File: src/rtl/io_port_bank.sv
// io_port_bank: MMIO responder with GPIO, timer/compare flag and FIFO-buffered 8N1 UART TX.
module io_port_bank #(
  parameter int CLK_DIV        = 104,
  parameter int FIFO_DEPTH_LOG = 3,
  parameter int GPIO_W         = 8
) (
  input  logic              clk,
  input  logic              reset,
  input  logic [7:0]        io_addr,
  input  logic              io_en,
  input  logic              io_we,
  input  logic [31:0]       io_data_write,
  output logic [31:0]       io_data_read,
  input  logic [GPIO_W-1:0] gpio_in,
  output logic [GPIO_W-1:0] gpio_out,
  output logic              uart_txd,
  output logic              irq_timer
);
  localparam int DEPTH = 2 ** FIFO_DEPTH_LOG;
  localparam int PW    = FIFO_DEPTH_LOG;
  localparam int CW    = FIFO_DEPTH_LOG + 1;
  localparam int DW    = $clog2(CLK_DIV);
  typedef enum logic [1:0] {IDLE, START, DATA, STOP} state_t;
  state_t            state_q, state_d;
  logic [GPIO_W-1:0] gpio_out_q, gpio_out_d, sync1_q, sync2_q;
  logic [31:0]       timer_q, timer_d, cmp_q, cmp_d;
  logic              match_q, match_d, ovf_q, ovf_d;
  logic [7:0]        mem_q [DEPTH], mem_d [DEPTH];
  logic [PW-1:0]     wr_ptr_q, wr_ptr_d, rd_ptr_q, rd_ptr_d;
  logic [CW-1:0]     count_q, count_d;
  logic [7:0]        shift_q, shift_d;
  logic [2:0]        bit_cnt_q, bit_cnt_d;
  logic [DW-1:0]     div_q, div_d;
  logic [5:0]        sel;
  logic [1:0]        w1c;
  logic              wr, full, empty, push, accept, pop, div_end;
  logic [31:0]       uart_stat;
  logic              unused_addr_lsbs;
  assign unused_addr_lsbs = ^io_addr[1:0];
  always_comb begin
    sel        = io_addr[7:2];
    wr         = io_en & io_we;
    full       = count_q[FIFO_DEPTH_LOG];
    empty      = count_q == '0;
    push       = wr && sel == 6'h05;
    accept     = push & ~full;
    pop        = state_q == IDLE && !empty;
    gpio_out_d = (wr && sel == 6'h00) ? io_data_write[GPIO_W-1:0] : gpio_out_q;
    timer_d    = (wr && sel == 6'h02) ? io_data_write : timer_q + 32'd1;
    cmp_d      = (wr && sel == 6'h03) ? io_data_write : cmp_q;
    w1c        = (wr && sel == 6'h04) ? io_data_write[1:0] : 2'b00;
    // A fresh match or overflow beats a simultaneous clear
    match_d    = (timer_q == cmp_q) | (match_q & ~w1c[0]);
    ovf_d      = (push & full) | (ovf_q & ~w1c[1]);
    mem_d      = mem_q;
    if (accept) mem_d[wr_ptr_q] = io_data_write[7:0];
    wr_ptr_d   = wr_ptr_q + PW'(accept);
    rd_ptr_d   = rd_ptr_q + PW'(pop);
    count_d    = count_q + CW'(accept) - CW'(pop);
  end
  always_comb begin
    div_end   = div_q == DW'(CLK_DIV - 1);
    state_d   = state_q;
    shift_d   = shift_q;
    bit_cnt_d = bit_cnt_q;
    div_d     = div_end ? '0 : div_q + DW'(1);
    case (state_q)
      IDLE: begin
        div_d = '0;
        if (!empty) begin
          state_d = START;
          shift_d = mem_q[rd_ptr_q];
        end
      end
      START: if (div_end) begin
        state_d   = DATA;
        bit_cnt_d = '0;
      end
      DATA: if (div_end) begin
        bit_cnt_d = bit_cnt_q + 3'd1;
        state_d   = (bit_cnt_q == 3'd7) ? STOP : DATA;
      end
      default: if (div_end) state_d = IDLE;
    endcase
  end
  always_comb begin
    uart_stat                   = '0;
    uart_stat[FIFO_DEPTH_LOG:0] = count_q;
    uart_stat[16]               = full;
    uart_stat[17]               = empty;
    uart_stat[18]               = state_q != IDLE;
    io_data_read                = '0;
    if (io_en && !io_we)
      case (sel)
        6'h00:   io_data_read = 32'(gpio_out_q);
        6'h01:   io_data_read = 32'(sync2_q);
        6'h02:   io_data_read = timer_q;
        6'h03:   io_data_read = cmp_q;
        6'h04:   io_data_read = {30'b0, ovf_q, match_q};
        6'h06:   io_data_read = uart_stat;
        default: io_data_read = '0;
      endcase
  end
  assign uart_txd  = (state_q == START) ? 1'b0 : (state_q == DATA) ? shift_q[bit_cnt_q] : 1'b1;
  assign gpio_out  = gpio_out_q;
  assign irq_timer = match_q;
  always_ff @(posedge clk) mem_q <= mem_d;
  always_ff @(posedge clk) begin
    if (reset) begin
      state_q    <= IDLE;
      gpio_out_q <= '0;
      sync1_q    <= '0;
      sync2_q    <= '0;
      timer_q    <= '0;
      cmp_q      <= '1;
      match_q    <= 1'b0;
      ovf_q      <= 1'b0;
      wr_ptr_q   <= '0;
      rd_ptr_q   <= '0;
      count_q    <= '0;
      shift_q    <= '0;
      bit_cnt_q  <= '0;
      div_q      <= '0;
    end else begin
      state_q    <= state_d;
      gpio_out_q <= gpio_out_d;
      sync1_q    <= gpio_in;
      sync2_q    <= sync1_q;
      timer_q    <= timer_d;
      cmp_q      <= cmp_d;
      match_q    <= match_d;
      ovf_q      <= ovf_d;
      wr_ptr_q   <= wr_ptr_d;
      rd_ptr_q   <= rd_ptr_d;
      count_q    <= count_d;
      shift_q    <= shift_d;
      bit_cnt_q  <= bit_cnt_d;
      div_q      <= div_d;
    end
  end
endmodule

File: config.mk
export PLATFORM = sky130hd
export DESIGN_NAME = io_port_bank
export DESIGN_NICKNAME = d
export VERILOG_FILES = /design/src/rtl/io_port_bank.sv
export SDC_FILE = /design/constraint.sdc
export NUM_CORES = 1
export LEC_CHECK = 0
export BUFFER_PORTS_ARGS = -buffer_cell sky130_fd_sc_hd__buf_2
export CAP_MARGIN = 20
export CORE_MARGIN = 2
export CORE_UTILIZATION = 30
export CTS_CLUSTER_DIAMETER = 40
export DETAILED_ROUTE_END_ITERATION = 16
export MAX_ROUTING_LAYER = met4
export PLACE_DENSITY = 0.58
export SYNTH_ARGS = -nofsm -noshare
export SYNTH_HDL_FRONTEND = slang
export SYNTH_SLANG_ARGS = --single-unit
File: constraint.sdc
create_clock -name clk -period 2.8 [get_ports clk]
set_input_delay 0.42 -clock clk [delete_from_list [all_inputs] [get_ports clk]]
set_output_delay 0.42 -clock clk [all_outputs]
set_load 0.1 [all_outputs]
==> results.txt <==
- I/O pins: 94
* Count of maximum capacitance violations: 0
- Setup repair after global routing left no endpoint under its margin.
- For the pin with the worst max-slew slack, the measured transition is 703 ps.
* Die extent in y: approximately 170 um
- H-tree level count: 4
- The initial antenna violation count is 0.
- Clock slew at the register clock pins of the worst setup and hold paths: 70 ps
* Power density cells: 642 nW/um^2
* Hold Vio Cnt, Final: 0
* Area of the mapped netlist: 8540 um^2
- The number of nets in the synthesized netlist is ~870.
- Including well taps, the total number of placed cells is 1241.
* CP Data Arrival Time: 2210 ps
- The number of cells on the worst reg-to-reg path is 10.
* Mean area per synthesized cell: 10.7 um^2
- After synthesis, the most frequently instantiated cells are dfxtp_1 (120), nor2_1 (102), nand2_1 (86).
- The tree is rooted in a clkbuf_16.
- The count of nets left with antenna violations once routing finished came out at 0.
* Via-to-Cell Ratio: 4.90
- Length of the first detailed-routing pass in iterations: 5
- Across the VDD grid, the largest voltage drop is 0.596 mV.
- During synthesis, Yosys emitted a total of 0 warnings.
* Most area-hungry cell type in the Yosys netlist: dfxtp_1
- Via count of the first global-routing pass: 6156
* CP Cell Sequence: inv_1, ha_1, nor3b_1, buf_4, a222oi_1, nor2_2, buf_12
- Once layout is complete, the utilization of the core stands at 38.1%.
- Outcome: finished, final reports clean
* Worst hold path cell count: 2
* Post-Route Setup TNS: 0 ps
- In the synthesized netlist the async set-or-reset flop fraction comes to 0%.
- The first routing iteration left 480 violations.
- At the end of the flow, the number of nets in the layout was 952.
- Share of cells above drive strength 1: 24.6%
- Number of placement rows: 61
- The total overflow left after global routing is 0.
- Setup violations remaining at the end of the flow were counted as 0.
- Wire length of the first global-routing pass: 34.4 mm
* Signed area change from the synthesized netlist to the final layout: 24.8%
- Post-cts gate resize count: 0
* Delay contributed by the slowest stage of the critical path: about 480 ps
- Share of Yosys cell area claimed by the top area cell type: 28.1%
- The multi-input combinational cells in the finished layout cover a total of between 3000 and 4000 um^2.
- Buffers inserted to repair hold after CTS numbered 0.
- Reg-to-reg slack, setup: roughly 500 ps
- On the critical path, the stage with the largest delay is an instance of a222oi_1.
- Via count: 6232
- Maximum buffer depth of the clock tree: 2
* Cell class contributing the biggest share of worst-path delay: compound AO/OA/AOI/OAI gates
- Required time reported for the critical path endpoint: 2380 ps
* Number of buffers inserted by post-CTS setup repair: 0
* Number of remaining DRC errors: 0
- Wire length reported by the detailed router: 21.7 mm
* WL/cell: 17.0 um
* Starting Density: 30.6%
* Most used DFF post-synth: dfxtp_1
- Worst-path fanout max: 4
- Routability-driven placement finished with a final weighted congestion of about 0.80.
- Final slew viol count: 0
- Summed over all cells, the static leakage comes to 3.85 nW.
* TritonCTS Sinks: 184
* Overall Global Routing Usage: between 10% and 20%
- Worst hold start: gpio_in[7]
* Yosys cell types: 53
- Sum of net half-perimeters after detailed placement: ~15 mm
- Critical Path Source Type: register
- TritonCTS built the clock tree.
* Total area of sequential cells: ~4300 um^2
- Synthesized instance count: around 800
- After floorplanning, the core was sized to cover 27900 um^2.
- Inserted Clock Buffers: 17
- Across the routed clock network, the largest skew measured is roughly 8.6 ps.
- Worst Hold Class: input pin to register
- EDFF count, synth: 64
* Synth Register Bits: 184
* Most common cell in the synthesized netlist: dfxtp_1
* Worst r2r dst: count_q[2]
- Die Area: 29800 um^2
- Fill cells in the final layout number 2774.
* End of the worst hold path: sync1_q[7]
- Final antenna diode count: 0
- Leaving out filler cells and counting taps, the final layout contains 1273.
* Cells taking the most area after synthesis: dfxtp_1 (28%), edfxtp_1 (23%), mux4_2 (4.7%)
- The smallest clock period supported by the final layout is computed as 2630 ps.
- Portion of the clock cycle consumed by the worst path in the final layout: 94.1%
* Chip width: 173 um
- Derived from the worst setup path, the maximum achievable clock frequency is 380 MHz.
* Type of the setup path with the least slack: register to output pin
* Overall power consumption: 0.00683 W
- Source-to-sink clock delay at the later pin of the worst-skew pair: 430 ps
* Maximum number of pins on one net before global-route repair: 64
* Number of port buffers: 91
- Critical path buffer and inverter count: 3
* Sequential-to-total area share from yosys stat: 50.7%
* Max_slew headroom: 53.1%
- Nature of the critical path endpoint: output pin
- In this run the critical register-to-register path is launched from count_q[3].
-- logic make-up after synthesis --
kind of cell    after synthesis  synth area share, %
compound gates               96                 8.72
buf+inv                      63                 3.68
fa+ha+maj                    18                 2.73
xor+xnor                     70                 7.18
mux                          38                 7.09
flops                       184                 50.7
simple gates                327                 19.9
-- cell usage in the layout (no fill, tap or decap), drive strengths merged, types with 2 or more instances in the layout --
cell type and n:
nor2b 22, clkbuf 17, a222oi 13, a21oi 13
bufinv 4, xnor2 46, inv 15, xor2 24
nand3b 34, and3 7, nand2 87, a22oi 25
a21o 2, and4 4, clkinv 7, mux4 18
nand3 19, nor4 6, ha 17, mux2i 20
a211oi 38, a32oi 2, buf 118, dfxtp 120
nand4 20, nand2b 5, edfxtp 64, nor2 104
or3 2, nor3 11
-- worst max path at each step --
stage,startpoint,slack (ps),depth (start not counted),end
after global placement,io_addr[7],130,11,count_q[2]
after global routing,count_q[3],80,7,io_data_read[17]
after floorplan,io_addr[7],10,4,io_data_read[0]
final,count_q[3],170,7,io_data_read[17]
after detailed placement,io_addr[7],90,11,count_q[2]
after CTS,count_q[3],150,7,io_data_read[17]
-- sequential cells by signal (all words and copies together) (netlist names) --
name       cells
timer_q       32
div_q          7
shift_q        8
sync1_q        8
wr_ptr_q       3
count_q        4
bit_cnt_q      3
gpio_out       8
cmp_q         32
sync2_q        8
rd_ptr_q       3
ovf_q          1
state_q        2
mem_q         64
irq_timer      1
-- stage by stage --
stage	hold slack, ps	cell area, um^2	setup slack (ps)
after floorplan	414	8630	14.4
final	193	10600	165
after global placement	421	10000	130
after detailed placement	422	10000	91.6
after CTS	185	10600	152
after global routing	192	10600	84.2
-- routing by layer --
metal | vias to the layer above | part of all wire (%) | GRT usage (%)
li1 | 3037 | - | -
met3 | 19 | 3.6 | 1.93
met1 | 3024 | 46 | 20.1
met5 | - | 0 | -
met2 | 152 | 49 | 24.0
met4 | 0 | 1.3 | 4.10
-- report_power, final --
group	switching (W)	total, W	internal [W]
clock network	0.00105	0.00254	0.00150
registers	0.000124	0.00301	0.00289
logic	0.000694	0.00128	0.000584
total	0.00186	0.00683	0.00497
-- area by class of cell --
| cell class | instances | area share (%) |
|---|---|---|
| Multi-Input combinational cell | 549 | 37.5 |
| Timing Repair Buffer | 118 | 11.2 |
| Sequential cell | 184 | 40.6 |
| Clock buffer | 17 | 3.99 |
| Tap cell | 378 | 4.44 |
| Clock inverter | 15 | 1.86 |
| Inverter | 12 | 0.423 |
Power figures use the tool's default switching activity.
